--- src/rtl/uart_pkg.sv ---
// Shared types and default parameters for the UART blocks.
package uart_pkg;

  typedef enum logic [1:0] {
    IDLE  = 2'd0,
    START = 2'd1,
    DATA  = 2'd2,
    STOP  = 2'd3
  } rx_state_t;

  localparam int UART_DATA_BITS  = 8;
  localparam int UART_OVERSAMPLE = 16;

endpackage

--- src/rtl/uart_sync2.sv ---
// Two-flop synchronizer for an asynchronous single-bit input; RST_VAL sets the
// level both flops take in reset, so an idle line never reads as active.
module uart_sync2 #(
  parameter logic RST_VAL = 1'b1
) (
  input  logic i_clk,
  input  logic i_rst_n,
  input  logic i_d,
  output logic o_q
);

  logic r_meta;
  logic r_sync;

  always_ff @(posedge i_clk or negedge i_rst_n) begin
    if (!i_rst_n) begin
      r_meta <= RST_VAL;
      r_sync <= RST_VAL;
    end else begin
      r_meta <= i_d;
      r_sync <= r_meta;
    end
  end

  assign o_q = r_sync;

endmodule

--- src/rtl/uart_rx.sv ---
// UART receiver: recovers 8N1 frames from an oversampled serial line and
// presents each byte with a one-cycle done strobe (or a frame-error strobe).
module uart_rx
  import uart_pkg::*;
#(
  parameter int DATA_BITS  = UART_DATA_BITS,
  parameter int OVERSAMPLE = UART_OVERSAMPLE
) (
  input  logic                 i_clk,
  input  logic                 i_rst_n,
  input  logic                 i_tick,
  input  logic                 i_rxd,
  output logic [DATA_BITS-1:0] o_rx_data,
  output logic                 o_rx_done,
  output logic                 o_rx_frame_err,
  output logic                 o_rx_busy
);

  localparam int TW = $clog2(OVERSAMPLE);
  localparam int BW = $clog2(DATA_BITS) + 1;
  localparam logic [TW-1:0] LP_MID_START = TW'(OVERSAMPLE / 2 - 1);
  localparam logic [TW-1:0] LP_MID_BIT   = TW'(OVERSAMPLE - 1);
  localparam logic [BW-1:0] LP_LAST_BIT  = BW'(DATA_BITS - 1);

  rx_state_t              r_state;
  rx_state_t              w_state_nxt;
  logic [TW-1:0]          r_tick_cnt;
  logic [BW-1:0]          r_bit_cnt;
  logic [DATA_BITS-1:0]   r_shift;
  logic [DATA_BITS-1:0]   r_rx_data;
  logic                   r_done;
  logic                   r_ferr;
  logic                   w_rx;
  logic                   w_mid_start;
  logic                   w_mid_bit;
  logic                   w_last_bit;
  logic                   w_busy;

  uart_sync2 #(
    .RST_VAL(1'b1)
  ) u_sync (
    .i_clk  (i_clk),
    .i_rst_n(i_rst_n),
    .i_d    (i_rxd),
    .o_q    (w_rx)
  );

  assign w_mid_start = i_tick && (r_tick_cnt == LP_MID_START);
  assign w_mid_bit   = i_tick && (r_tick_cnt == LP_MID_BIT);
  assign w_last_bit  = (r_bit_cnt == LP_LAST_BIT);

  always_ff @(posedge i_clk or negedge i_rst_n) begin
    if (!i_rst_n) begin
      r_state <= IDLE;
    end else begin
      r_state <= w_state_nxt;
    end
  end

  always_comb begin
    w_state_nxt = r_state;
    case (r_state)
      IDLE:    if (!w_rx) w_state_nxt = START;
      START:   if (w_mid_start) w_state_nxt = w_rx ? IDLE : DATA;
      DATA:    if (w_mid_bit && w_last_bit) w_state_nxt = STOP;
      STOP:    if (w_mid_bit) w_state_nxt = IDLE;
      default: w_state_nxt = IDLE;
    endcase
  end

  always_comb begin
    w_busy = (r_state != IDLE);
  end

  // The tick counter is cleared at every compare point so it never relies on wrap.
  always_ff @(posedge i_clk or negedge i_rst_n) begin
    if (!i_rst_n) begin
      r_tick_cnt <= '0;
      r_bit_cnt  <= '0;
      r_shift    <= '0;
      r_rx_data  <= '0;
      r_done     <= 1'b0;
      r_ferr     <= 1'b0;
    end else begin
      r_done <= 1'b0;
      r_ferr <= 1'b0;
      case (r_state)
        IDLE: begin
          if (!w_rx) r_tick_cnt <= '0;
        end
        START: begin
          if (w_mid_start) begin
            r_tick_cnt <= '0;
            r_bit_cnt  <= '0;
          end else if (i_tick) begin
            r_tick_cnt <= r_tick_cnt + TW'(1);
          end
        end
        DATA: begin
          if (w_mid_bit) begin
            r_shift    <= {w_rx, r_shift[DATA_BITS-1:1]};
            r_tick_cnt <= '0;
            r_bit_cnt  <= r_bit_cnt + BW'(1);
          end else if (i_tick) begin
            r_tick_cnt <= r_tick_cnt + TW'(1);
          end
        end
        STOP: begin
          if (w_mid_bit) begin
            r_tick_cnt <= '0;
            if (w_rx) begin
              r_rx_data <= r_shift;
              r_done    <= 1'b1;
            end else begin
              r_ferr <= 1'b1;
            end
          end else if (i_tick) begin
            r_tick_cnt <= r_tick_cnt + TW'(1);
          end
        end
        default: ;
      endcase
    end
  end

  assign o_rx_data      = r_rx_data;
  assign o_rx_done      = r_done;
  assign o_rx_frame_err = r_ferr;
  assign o_rx_busy      = w_busy;

endmodule
--- config.mk ---
export PLATFORM = sky130hd
export DESIGN_NAME = uart_rx
export DESIGN_NICKNAME = d
export VERILOG_FILES = /design/src/rtl/uart_pkg.sv /design/src/rtl/uart_sync2.sv /design/src/rtl/uart_rx.sv
export SDC_FILE = /design/constraint.sdc
export NUM_CORES = 1
export LEC_CHECK = 0
export CAP_MARGIN = 20
export CORE_MARGIN = 4
export CORE_UTILIZATION = 40
export DETAILED_ROUTE_END_ITERATION = 8
export PLACE_DENSITY = 0.72
export RECOVER_POWER = 25
export SETUP_SLACK_MARGIN = 0.5
export SYNTH_ARGS = -nofsm -noshare
export SYNTH_HDL_FRONTEND = slang
export SYNTH_HIERARCHICAL = 1
export SYNTH_SLANG_ARGS = --single-unit
--- constraint.sdc ---
create_clock -name i_clk -period 1.9 [get_ports i_clk]
set_input_delay 0.285 -clock i_clk [delete_from_list [all_inputs] [get_ports i_clk]]
set_output_delay 0.285 -clock i_clk [all_outputs]
set_load 0.1 [all_outputs]
## After elaboration in Yosys (flattened, before gate mapping)

Cells that the tools add are included.

| storage, ports and cells | value |
|---|---|
| input bits | 4 |
| flip-flop bits (word level) | 30 |
| word-level logic and storage cells | 53 |
| output and inout bits | 11 |

| cells by class | value |
|---|---|
| equal/unequal tests | 11 |
| reductions and logical operators | 11 |
| add/sub/neg operators | 2 |
| multiplexer cells | 20 |

Operators with widths:

| operator | number |
|---|---|
| 2-to-1 mux 4 bit | 6 |
| case mux 4 bit (3 select lines) | 1 |
| 2-to-1 mux 2 bit | 5 |
| inequality test 2 bit, second input constant | 5 |
| adder 4 x 1 -> 4 bit, second input constant | 2 |
| equality test 4 x 3 -> 1 bit, second input constant | 2 |
| case mux 2 bit (4 select lines) | 1 |
| case mux 4 bit (2 select lines) | 1 |
| 2-to-1 mux 1 bit | 6 |
| AND reduction 3 bit | 2 |
| equality test 2 bit, second input constant | 2 |
| equality test 4 bit, second input constant | 1 |
| AND reduction 4 bit | 1 |
| nonzero test 2 bit | 2 |
| logical AND 1 bit | 3 |
| equality test 2 x 1 -> 1 bit, second input constant | 1 |
| logical NOT 2 bit | 1 |
| AND reduction 2 bit | 1 |
| OR reduction 2 bit | 1 |

## Logic depth before layout (Yosys ltp)

Gate-level depths: netlist of run 1.

| logic depth | value |
|---|---|
| word-level depth | 5 |
| depth in mapped cells | 5 |
| depth with buffers taken out | 5 |

## Cells and area by module

The synthesis of run 1 kept the hierarchy.

Modules (own cells, without submodules):

| module | cells each | sequential area each (sq um) | area each (sq um) | instances |
|---|---|---|---|---|
| uart_rx | 108 | 700.7 | 1,337.5 | 1 |
| uart_sync2 | 2 | 52.6 | 52.6 | 1 |

## Least setup slack after synthesis of run 1

OpenSTA, ideal clock, no wires.

| path | value |
|---|---|
| path type | reg2out |
| start point | register (tool-made name) |
| end point | output o_rx_busy |
| required time | 1,615 ps |
| slack | 340 ps |
| data arrival time | 1,275 ps |
| stages on the path, launching flop included | 4 |
| buffers on the path | 1 |
| path through | dfrtp_1 -> buf_2 -> nor2_1 -> inv_1 |

RTL lines:

| element | RTL line | RTL |
|---|---|---|
| end: declaration | uart_rx.sv:16 | `output logic o_rx_busy` |

## Worst setup path after layout of run 1

| path | value |
|---|---|
| start point | register r_tick_cnt[0] |
| end point | register r_shift[6] |

| on the way | value |
|---|---|
| longest elaborated chain between the ends | 3 |

RTL lines:

| element | RTL line | RTL |
|---|---|---|
| start: declaration | uart_rx.sv:27 | `logic [TW-1:0] r_tick_cnt;` |
| start signal: assignment | uart_rx.sv:96 | `r_tick_cnt <= r_tick_cnt + TW'(1);` |
| start signal: assignment | uart_rx.sv:105 | `r_tick_cnt <= r_tick_cnt + TW'(1);` |
| start signal: assignment | uart_rx.sv:118 | `r_tick_cnt <= r_tick_cnt + TW'(1);` |
| equality test 4 bit | uart_rx.sv:49 | `assign w_mid_bit = i_tick && (r_tick_cnt == LP_MID_BIT);` |
| logical AND 1 bit | uart_rx.sv:49 |  |
| AND reduction 2 bit (no line) | - |  |
| end signal: assignment | uart_rx.sv:101 | `r_shift <= {w_rx, r_shift[DATA_BITS-1:1]};` |
| end: declaration | uart_rx.sv:29 | `logic [DATA_BITS-1:0] r_shift;` |

Every way passes these cells.
A chain may end at the register's enable or synchronous reset.

==> results of run 1 <==
-- layout make-up --
class / count / area share
multi-input combinational: 73 / 0.358
tap: 46 / 0.0324
clock buffer: 6 / 0.0289
clock inverter: 2 / 0.00704
inverter: 4 / 0.0106
sequential: 30 / 0.425
timing repair buffer: 30 / 0.138
-- sequential cells by signal, summed over array words and instances (netlist names), named ones only --
| signal | cells |
|---|---|
| o_rx_data | 8 |
| r_shift | 8 |
| r_bit_cnt | 4 |
| r_tick_cnt | 4 |
| o_rx_done | 1 |
| o_rx_frame_err | 1 |
| r_state | 1 |
| u_sync/o_q | 1 |
| u_sync/r_meta | 1 |
-- through the flow --
stage	util	power, mW
6_report	0.532	1.62
5_1_grt	0.532	1.70
4_1_cts	0.521	1.60
3_5_place_dp	0.471	1.09
3_3_place_gp	0.471	1.08
2_1_floorplan	-	0.985
-- synthesized netlist by cell type, types with 3 or more instances --
cell     instances  area share
nor2b_1          3       0.014
inv_1            4       0.011
mux2_4           8       0.086
mux2_2           8       0.065
nor2_1           8       0.022
dfrtp_1         28        0.50
nand2_1         10       0.027
o21ai_0          6       0.022
nand3_1          4       0.014
-- timing repair --
item	CTS	global route
cloned	1	0
setup endpoints to repair	22	25
gates resized for setup	9	3
pin swaps	6	5
setup buffers	9	3
-- cell families after synthesis --
group,count (synthesis)
adders and majority gates,2
xor gates and xnor gates,1
and+or+nand+nor,34
buffers and inverters,8
AOI/OAI and AO/OA,17
muxes,18
DFF,30
-- per-layer routing --
metal	vias up	track usage	wire (um)
met5	-	0	0
met4	0	0.0937	75
met3	8	0.0405	131
met2	20	0.225	1320
met1	489	0.157	1120
li1	465	-	-
-- how the worst max path moves through the flow --
stage / endpoint / slack, ns
finish: r_shift[6] / 0.40
global route: r_tick_cnt[0] / 0.32
CTS: r_shift[6] / 0.38
detailed placement: r_tick_cnt[0] / 0.01
global placement: r_tick_cnt[0] / 0.05
floorplan: r_shift[0] / 0.37
-- power by group --
part / leakage (nW) / internal (mW) / switching, mW / total (mW)
clock: 0.0343 / 0.177 / 0.221 / 0.399
sequential: 0.407 / 0.679 / 0.0472 / 0.726
combinational: 0.404 / 0.210 / 0.284 / 0.493
total: 0.845 / 1.07 / 0.552 / 1.62
==> impl_metrics.ini, run 1 <==
[clock_tree]
cts.path.max_buffers = 2
clock_sinks = 30
cts-buffers-inserted = 5
cts_tree = built
htreeDepth = 2
clk_latency_ns = 0.33
clk_pin_slew_ns = 0.09
holdBufCountCts = 0
clock-root-buffer = clkbuf_4

[synth]
syn_area_sq_um = 1390
yosysSeqAreaShare = 0.542
synth-compound-area-share = 0.0873
synth_ff_type = dfrtp_1
syn_nets = 116
synth_top_family_by_area = multiplexers
post_synth_num_cell_types = 32
synth_mux_area_frac = 0.166
synth_xor_area_frac = 0.00630
synth-seq-cells = 30
synth-simple-area-share = 0.140
synth_cells = 110
synth_fa_ha_area_frac = 0.0180
synth_edf_count = 0
ys_warn_count = 6
synth_area_per_cell_sq_um = 12.6
async_reset_ff_frac = 1.00

[drt]
route.vias.total = 982
avgViaCountPerCell = 5.14
drt-wirelength-per-cell_um = 13.8
first_pass_iters = 4
drc_errors = 0
first_iter_violations = 29
ant_nets = 0
routed_wl_mm = 2.64

[die]
coreArea_sq_um = 3340
pin_count = 15
rows = 21
fp.dieArea_sq_um = 4480
initial_core_util = 0.417
fp.dieH_um = 67.0
die_x_um = 67.0

[placed_design]
dp_hpwl_mm = 1.62
dp.cells = 170
port_buffers = 14
gp_congestion = 0.856
dpl-instance-area_sq_um = 1570
pre_cts_slack_ns = 0.0127

[sta]
drv_slew = 0
whs_ns = 0.361
setup_tns_ns = 0
max_freq_mhz = 666
finalHoldViolCount = 0
period_share = 0.790
max_slew_margin = 0.524
tightest_slew_ns = 0.713
rsz0062_at_grt = yes
setup_ws_ns = 0.400
layout_min_cycle_time_ns = 1.50
finClkSkew_ns = 0.00736
finalSetupViolCount = 0

[worst_setup_path]
critPathLaunchType = flop
worstPathRequired_ns = 2.13
cp-end-kind = flop
cp_top_family = simple AND/OR/NAND/NOR gates
path_class = reg -> reg
path_buf_inv = 0
r2r_setup_slack_ns = 0.40
crit_path_cell_trace = ha_4 > and4_4 > and3_4 > mux2_4
cp_max_fo = 5
r2r-end = r_shift[6]
reg2regPathDepth = 4
arrival_ns = 1.73
critPathMaxStageDelay_ns = 0.40
r2r-start = r_tick_cnt[0]
cp.depth = 4
cp_slowest_cell = dfrtp_1
cp-startpoint = r_tick_cnt[0]

[flow_run]
max_cap_violations = 0

[final_layout]
final_nets = 150
mostFrequentLayoutCells = dfrtp_1 (26), buf_4 (24), nand2_1 (10), mux2_4 (8), mux2_2 (8)
layout_commonest_cell = dfrtp_1
antennaDiodeCount = 0
nFillCells = 300
design_area_sq_um = 1780
multiInputGateArea_sq_um = 636
seq_area_sq_um = 756
drive_gt1_frac = 0.483
areaGrowthSynthToFinish_pct = 27.8
instances_no_fill = 191

[grt]
antenna_found_initial = 0
overflow = 0
track_usage = 0.139
grt_pass1_vias = 985
grt_pass1_wl_mm = 4.45
grt_max_degree = 31

[pwr]
p_leak_nw = 0.845
irDropWorstVdd_mv = 0.957
power_density_nw_per_um2 = 911

[hold_path]
hold_class = reg -> reg
hold_path_depth = 0
min_to = u_sync/o_q
hold_path_startpoint = u_sync/r_meta

[run_status]
status = finished clean
(Power assumes the default switching activity.)
==> inputs of run 2 (changes only) <==
==> constraint.sdc (replaced) <==
create_clock -name i_clk -period 1.5 [get_ports i_clk]
set_input_delay 0.225 -clock i_clk [delete_from_list [all_inputs] [get_ports i_clk]]
set_output_delay 0.225 -clock i_clk [all_outputs]
set_load 0.1 [all_outputs]
==> run 2 against run 1 <==
  * The flow now finishes with violations (negative setup slack)
  * Die area unchanged
  * Clock skew up 0.0050 ns
  * Flip-flop and latch count did not move
  * Via count grew 11%
==> impl_metrics.ini, run 2 (synthesis gave the netlist of run 1 again) <==
[sta]
period_share = 1.02
finalSetupViolCount = 6
finalHoldViolCount = 0
drv_slew = 0
max_slew_margin = 0.743
setup_ws_ns = -0.0292
whs_ns = 0.226
layout_min_cycle_time_ns = 1.53
rsz0062_at_grt = yes
finClkSkew_ns = 0.0124
tightest_slew_ns = 0.386
max_freq_mhz = 654
setup_tns_ns = -0.0602

[pwr]
power_density_nw_per_um2 = 1020
combinationalPowerShare = 0.351
irDropWorstVdd_mv = 1.22
seqPwrFrac = 0.419
p_int_mw = 1.43
netSwitchingFraction = 0.350
p_leak_nw = 0.993
p_clk_frac = 0.229
p_sw_mw = 0.770

[final_layout]
nFillCells = 255
layout_commonest_cell = buf_4
antennaDiodeCount = 0
final_nets = 164
utilization = 0.645
drive_gt1_frac = 0.642
areaGrowthSynthToFinish_pct = 54.7
design_area_sq_um = 2150
mostFrequentLayoutCells = buf_4 (18), dfrtp_1 (16), buf_12 (13), mux2_4 (12), dfrtp_2 (12)

[worst_setup_path]
arrival_ns = 1.76
crit_path_cell_trace = ha_4 > buf_6 > nand4b_1 > a22oi_2 > buf_4 > o211ai_1 > nor2b_2
cp_slowest_cell = dfrtp_1
cp_max_fo = 4
path_class = reg -> reg
critPathMaxStageDelay_ns = 0.40
critPathLaunchType = flop
cp-end-kind = flop
worstPathRequired_ns = 1.73

[drt]
first_iter_violations = 12
ant_nets = 0
route.vias.total = 1093
routed_wl_mm = 3.40
drt-wirelength-per-cell_um = 16.6
avgViaCountPerCell = 5.33
first_pass_iters = 4
drc_errors = 0

[placed_design]
dpl-instance-area_sq_um = 1830
port_buffers = 14
gp_congestion = 0.871
dp_hpwl_mm = 2.04

[flow_run]
max_cap_violations = 0

[clock_tree]
clk_pin_slew_ns = 0.10
clk_latency_ns = 0.34
clock-root-buffer = clkbuf_4
clock_sinks = 30
cts-buffers-inserted = 5
holdBufCountCts = 0
cts_tree = built
htreeDepth = 2
cts.path.max_buffers = 2

[grt]
grt_pass1_wl_mm = 5.71
antenna_found_initial = 0
overflow = 0
grt_pass1_vias = 1200
grt_max_degree = 12
track_usage = 0.178

[run_status]
violations = negative setup slack
status = finished, violations left

[die]
pin_count = 15
coreArea_sq_um = 3340
fp.dieArea_sq_um = 4480
rows = 21
initial_core_util = 0.417
die_x_um = 67.0
fp.dieH_um = 67.0

[hold_path]
hold_class = in -> async
run 2: cell types whose count changed in the layout (fill, tap and decap cells not counted), moves of 5 or more:
cell     before  now
dfrtp_2       2   12
buf_6         1    6
buf_4        24   18
buf_12        1   13
dfrtp_1      26   16
run 2: critical path, delay by kind of cell (launching register included):
kind | cells | cell delay (ns)
DFF | 1 | 0.40
and+or+nand+nor | 2 | 0.32
AOI/OAI and AO/OA | 2 | 0.29
buffers and inverters | 2 | 0.24
adders and majority gates | 1 | 0.17
run 2: worst paths after layout:
check,startpoint,slack [ns],depth (start not counted),end
worst max-delay path,r_tick_cnt[1],-0.03,7,r_tick_cnt[3]
worst min-delay path,i_rst_n,0.23,1,r_shift[2]
worst max register to register,r_tick_cnt[1],-0.03,7,r_tick_cnt[3]
worst min register to register,u_sync/r_meta,0.36,0,u_sync/o_q
max in group asynchronous,i_rst_n,0.60,2,o_rx_data[7]
min in group i_clk,u_sync/r_meta,0.36,0,u_sync/o_q
run 2: area by class of cell:
class	count	area [sq um]	area share
Clock buffer	7	55.1	0.0256
Tap cell	46	57.6	0.0268
Clock inverter	1	5.00	0.00233
Timing Repair Buffer	43	515	0.240
Multi-Input combinational cell	74	731	0.340
Sequential cell	30	768	0.357
Inverter	4	18.8	0.00873
run 2: routing by layer:
layer	wire (um)	global-route usage	vias to the layer above
li1	-	-	500
met1	1370	0.185	557
met2	1770	0.309	27
met3	165	0.0472	9
met4	91	0.122	0
met5	0	0	-
run 2: stage by stage:
step	cells	setup WS [ns]	total power, mW
finish	205	-0.0292	2.20
floorplan	110	-0.0263	1.26
detailed placement	184	-0.254	1.52
global route	205	-0.135	2.32
global placement	184	-0.208	1.49
CTS	200	-0.0270	2.13
run 2: power groups by stage:
stage	clock network [mW]	logic [mW]	registers [mW]
after detailed placement	0	0.575	0.941
after global placement	0	0.557	0.936
final	0.505	0.774	0.924
after CTS	0.521	0.692	0.920
after floorplan	0	0.355	0.908
after global routing	0.563	0.829	0.929
run 2: timing repair:
| item | CTS | global route |
|---|---|---|
| gates cloned | 2 | 0 |
| resized for setup | 31 | 11 |
| buffers inserted | 6 | 5 |
| setup endpoints to repair | 39 | 39 |
| pin swaps | 7 | 9 |
==> inputs of run 3 (changes only) <==
--- a/config.mk
+++ b/config.mk
@@ -7,9 +7,10 @@
 export LEC_CHECK = 0
 export CAP_MARGIN = 20
 export CORE_MARGIN = 4
-export CORE_UTILIZATION = 40
+export CORE_UTILIZATION = 54
+export CTS_CLUSTER_SIZE = 24
 export DETAILED_ROUTE_END_ITERATION = 8
-export PLACE_DENSITY = 0.72
+export PLACE_DENSITY = 0.89
 export RECOVER_POWER = 25
 export SETUP_SLACK_MARGIN = 0.5
 export SYNTH_ARGS = -nofsm -noshare
==> run 3 against run 2 <==
  * The run still ends with negative setup slack left
  * Via count rose by 2.7%
  * Flip-flop and latch count did not move
  * Clock skew fell by 0.0019 ns
==> impl_metrics.ini, run 3 (synthesis gave the netlist of run 1 again) <==
[run_status]
status = finished, violations left
violations = negative setup slack

[sta]
rsz0062_at_grt = yes
whs_ns = 0.366
tightest_slew_ns = 0.745
max_freq_mhz = 628
setup_ws_ns = -0.0923
drv_slew = 0
layout_min_cycle_time_ns = 1.59
period_share = 1.06
finClkSkew_ns = 0.0105
finalHoldViolCount = 0
max_slew_margin = 0.503
finalSetupViolCount = 19

[clock_tree]
cts_tree = built
cts.path.max_buffers = 2
clk_pin_slew_ns = 0.09
clk_latency_ns = 0.34
clock_sinks = 30
htreeDepth = 2
cts-buffers-inserted = 5
clock-root-buffer = clkbuf_4

[die]
initial_core_util = 0.566
die_x_um = 58.7
pin_count = 15
fp.dieArea_sq_um = 3450
fp.dieH_um = 58.7
rows = 18
coreArea_sq_um = 2450

[drt]
route.vias.total = 1122
ant_nets = 0
avgViaCountPerCell = 6.03
routed_wl_mm = 3.83
first_iter_violations = 62
first_pass_iters = 5
drt-wirelength-per-cell_um = 20.6
drc_errors = 0

[worst_setup_path]
cp-end-kind = primary output
r2r-start = r_tick_cnt[0]
arrival_ns = 1.37
worstPathRequired_ns = 1.27
r2r_setup_slack_ns = -0.04
path_class = reg -> out
reg2regPathDepth = 7
cp_max_fo = 2
critPathLaunchType = flop
crit_end = o_rx_busy

[final_layout]
antennaDiodeCount = 0
instances_no_fill = 186
design_area_sq_um = 2080
nFillCells = 109
drive_gt1_frac = 0.628
multiInputGateArea_sq_um = 723
seq_area_sq_um = 767
areaGrowthSynthToFinish_pct = 49.3
mostFrequentLayoutCells = buf_4 (18), dfrtp_1 (17), mux2_4 (16), dfrtp_2 (11), buf_12 (11)
final_nets = 161
utilization = 0.846
layout_commonest_cell = buf_4

[pwr]
irDropWorstVdd_mv = 1.38
p_leak_nw = 0.977
p_total_mw = 2.21
power_density_nw_per_um2 = 1060

[hold_path]
hold_class = reg -> reg

[placed_design]
gp_congestion = 0.812
dp_hpwl_mm = 2.01
port_buffers = 14
dp.cells = 162
dpl-instance-area_sq_um = 1750

[grt]
grt.busiest_layer = met2
antenna_found_initial = 0
track_usage = 0.240
met1_usage = 0.249
grt_pass1_wl_mm = 5.80
grt_pass1_vias = 1151
gr-usage-met2 = 0.413
use_met3 = 0.0746
overflow = 0
grt_max_degree = 31

[flow_run]
max_cap_violations = 0
-- run 3: cell types whose count changed in the layout (fill, tap and decap cells not counted), sizes merged --
cell / delta
buf: -2
clkbuf: -1
-- run 3: final cells by class --
cell class,count,area share
Clock inverter,1,0.00241
Multi-Input combinational cell,74,0.348
Tap cell,30,0.0181
Sequential cell,30,0.370
Timing Repair Buffer,40,0.226
Inverter,4,0.00904
Clock buffer,7,0.0265
-- run 3: how the worst min path moves through the flow --
stage	endpoint	startpoint	cells after the start	slack (ns)
5_1_grt	u_sync/o_q	u_sync/r_meta	0	0.37
2_1_floorplan	async pin	i_rst_n	0	-0.07
4_1_cts	r_shift[7]	i_rst_n	2	0.28
3_3_place_gp	u_sync/o_q	u_sync/r_meta	0	0.35
6_report	u_sync/o_q	u_sync/r_meta	0	0.37
3_5_place_dp	u_sync/o_q	u_sync/r_meta	0	0.35
-- run 3: worst max-delay path, stage by stage (launching register included) --
cell	delay, ns
dfrtp_1	0.44
buf_6	0.15
nor2_4	0.14
clkinvlp_4	0.13
buf_12	0.17
-- run 3: per-stage QoR --
step	setup TNS (ns)	setup slack, ns
global route	-1.27	-0.133
global placement	-3.65	-0.223
finish	-0.481	-0.0923
CTS	-0.0491	-0.0383
detailed placement	-4.51	-0.263
floorplan	-0.210	-0.0263
-- run 3: repair_timing --
item / 4_1_cts / 5_1_grt
hold buffers: 0 / 0
endpoints found under the setup margin: 39 / 39
setup buffers: 8 / 6
pin swaps: 11 / 10
resized for setup: 23 / 12
gates cloned: 2 / 0
-- run 3: where the power goes --
| group | internal, mW | total [mW] | switching, mW |
|---|---|---|---|
| clock network | 0.227 | 0.511 | 0.284 |
| logic | 0.348 | 0.761 | 0.414 |
| registers | 0.859 | 0.936 | 0.0766 |
-- run 3: layer usage --
metal / vias up / part of all wire
li1: 488 / -
met1: 564 / 0.36
met2: 54 / 0.54
met3: 16 / 0.058
met4: 0 / 0.038
met5: - / 0
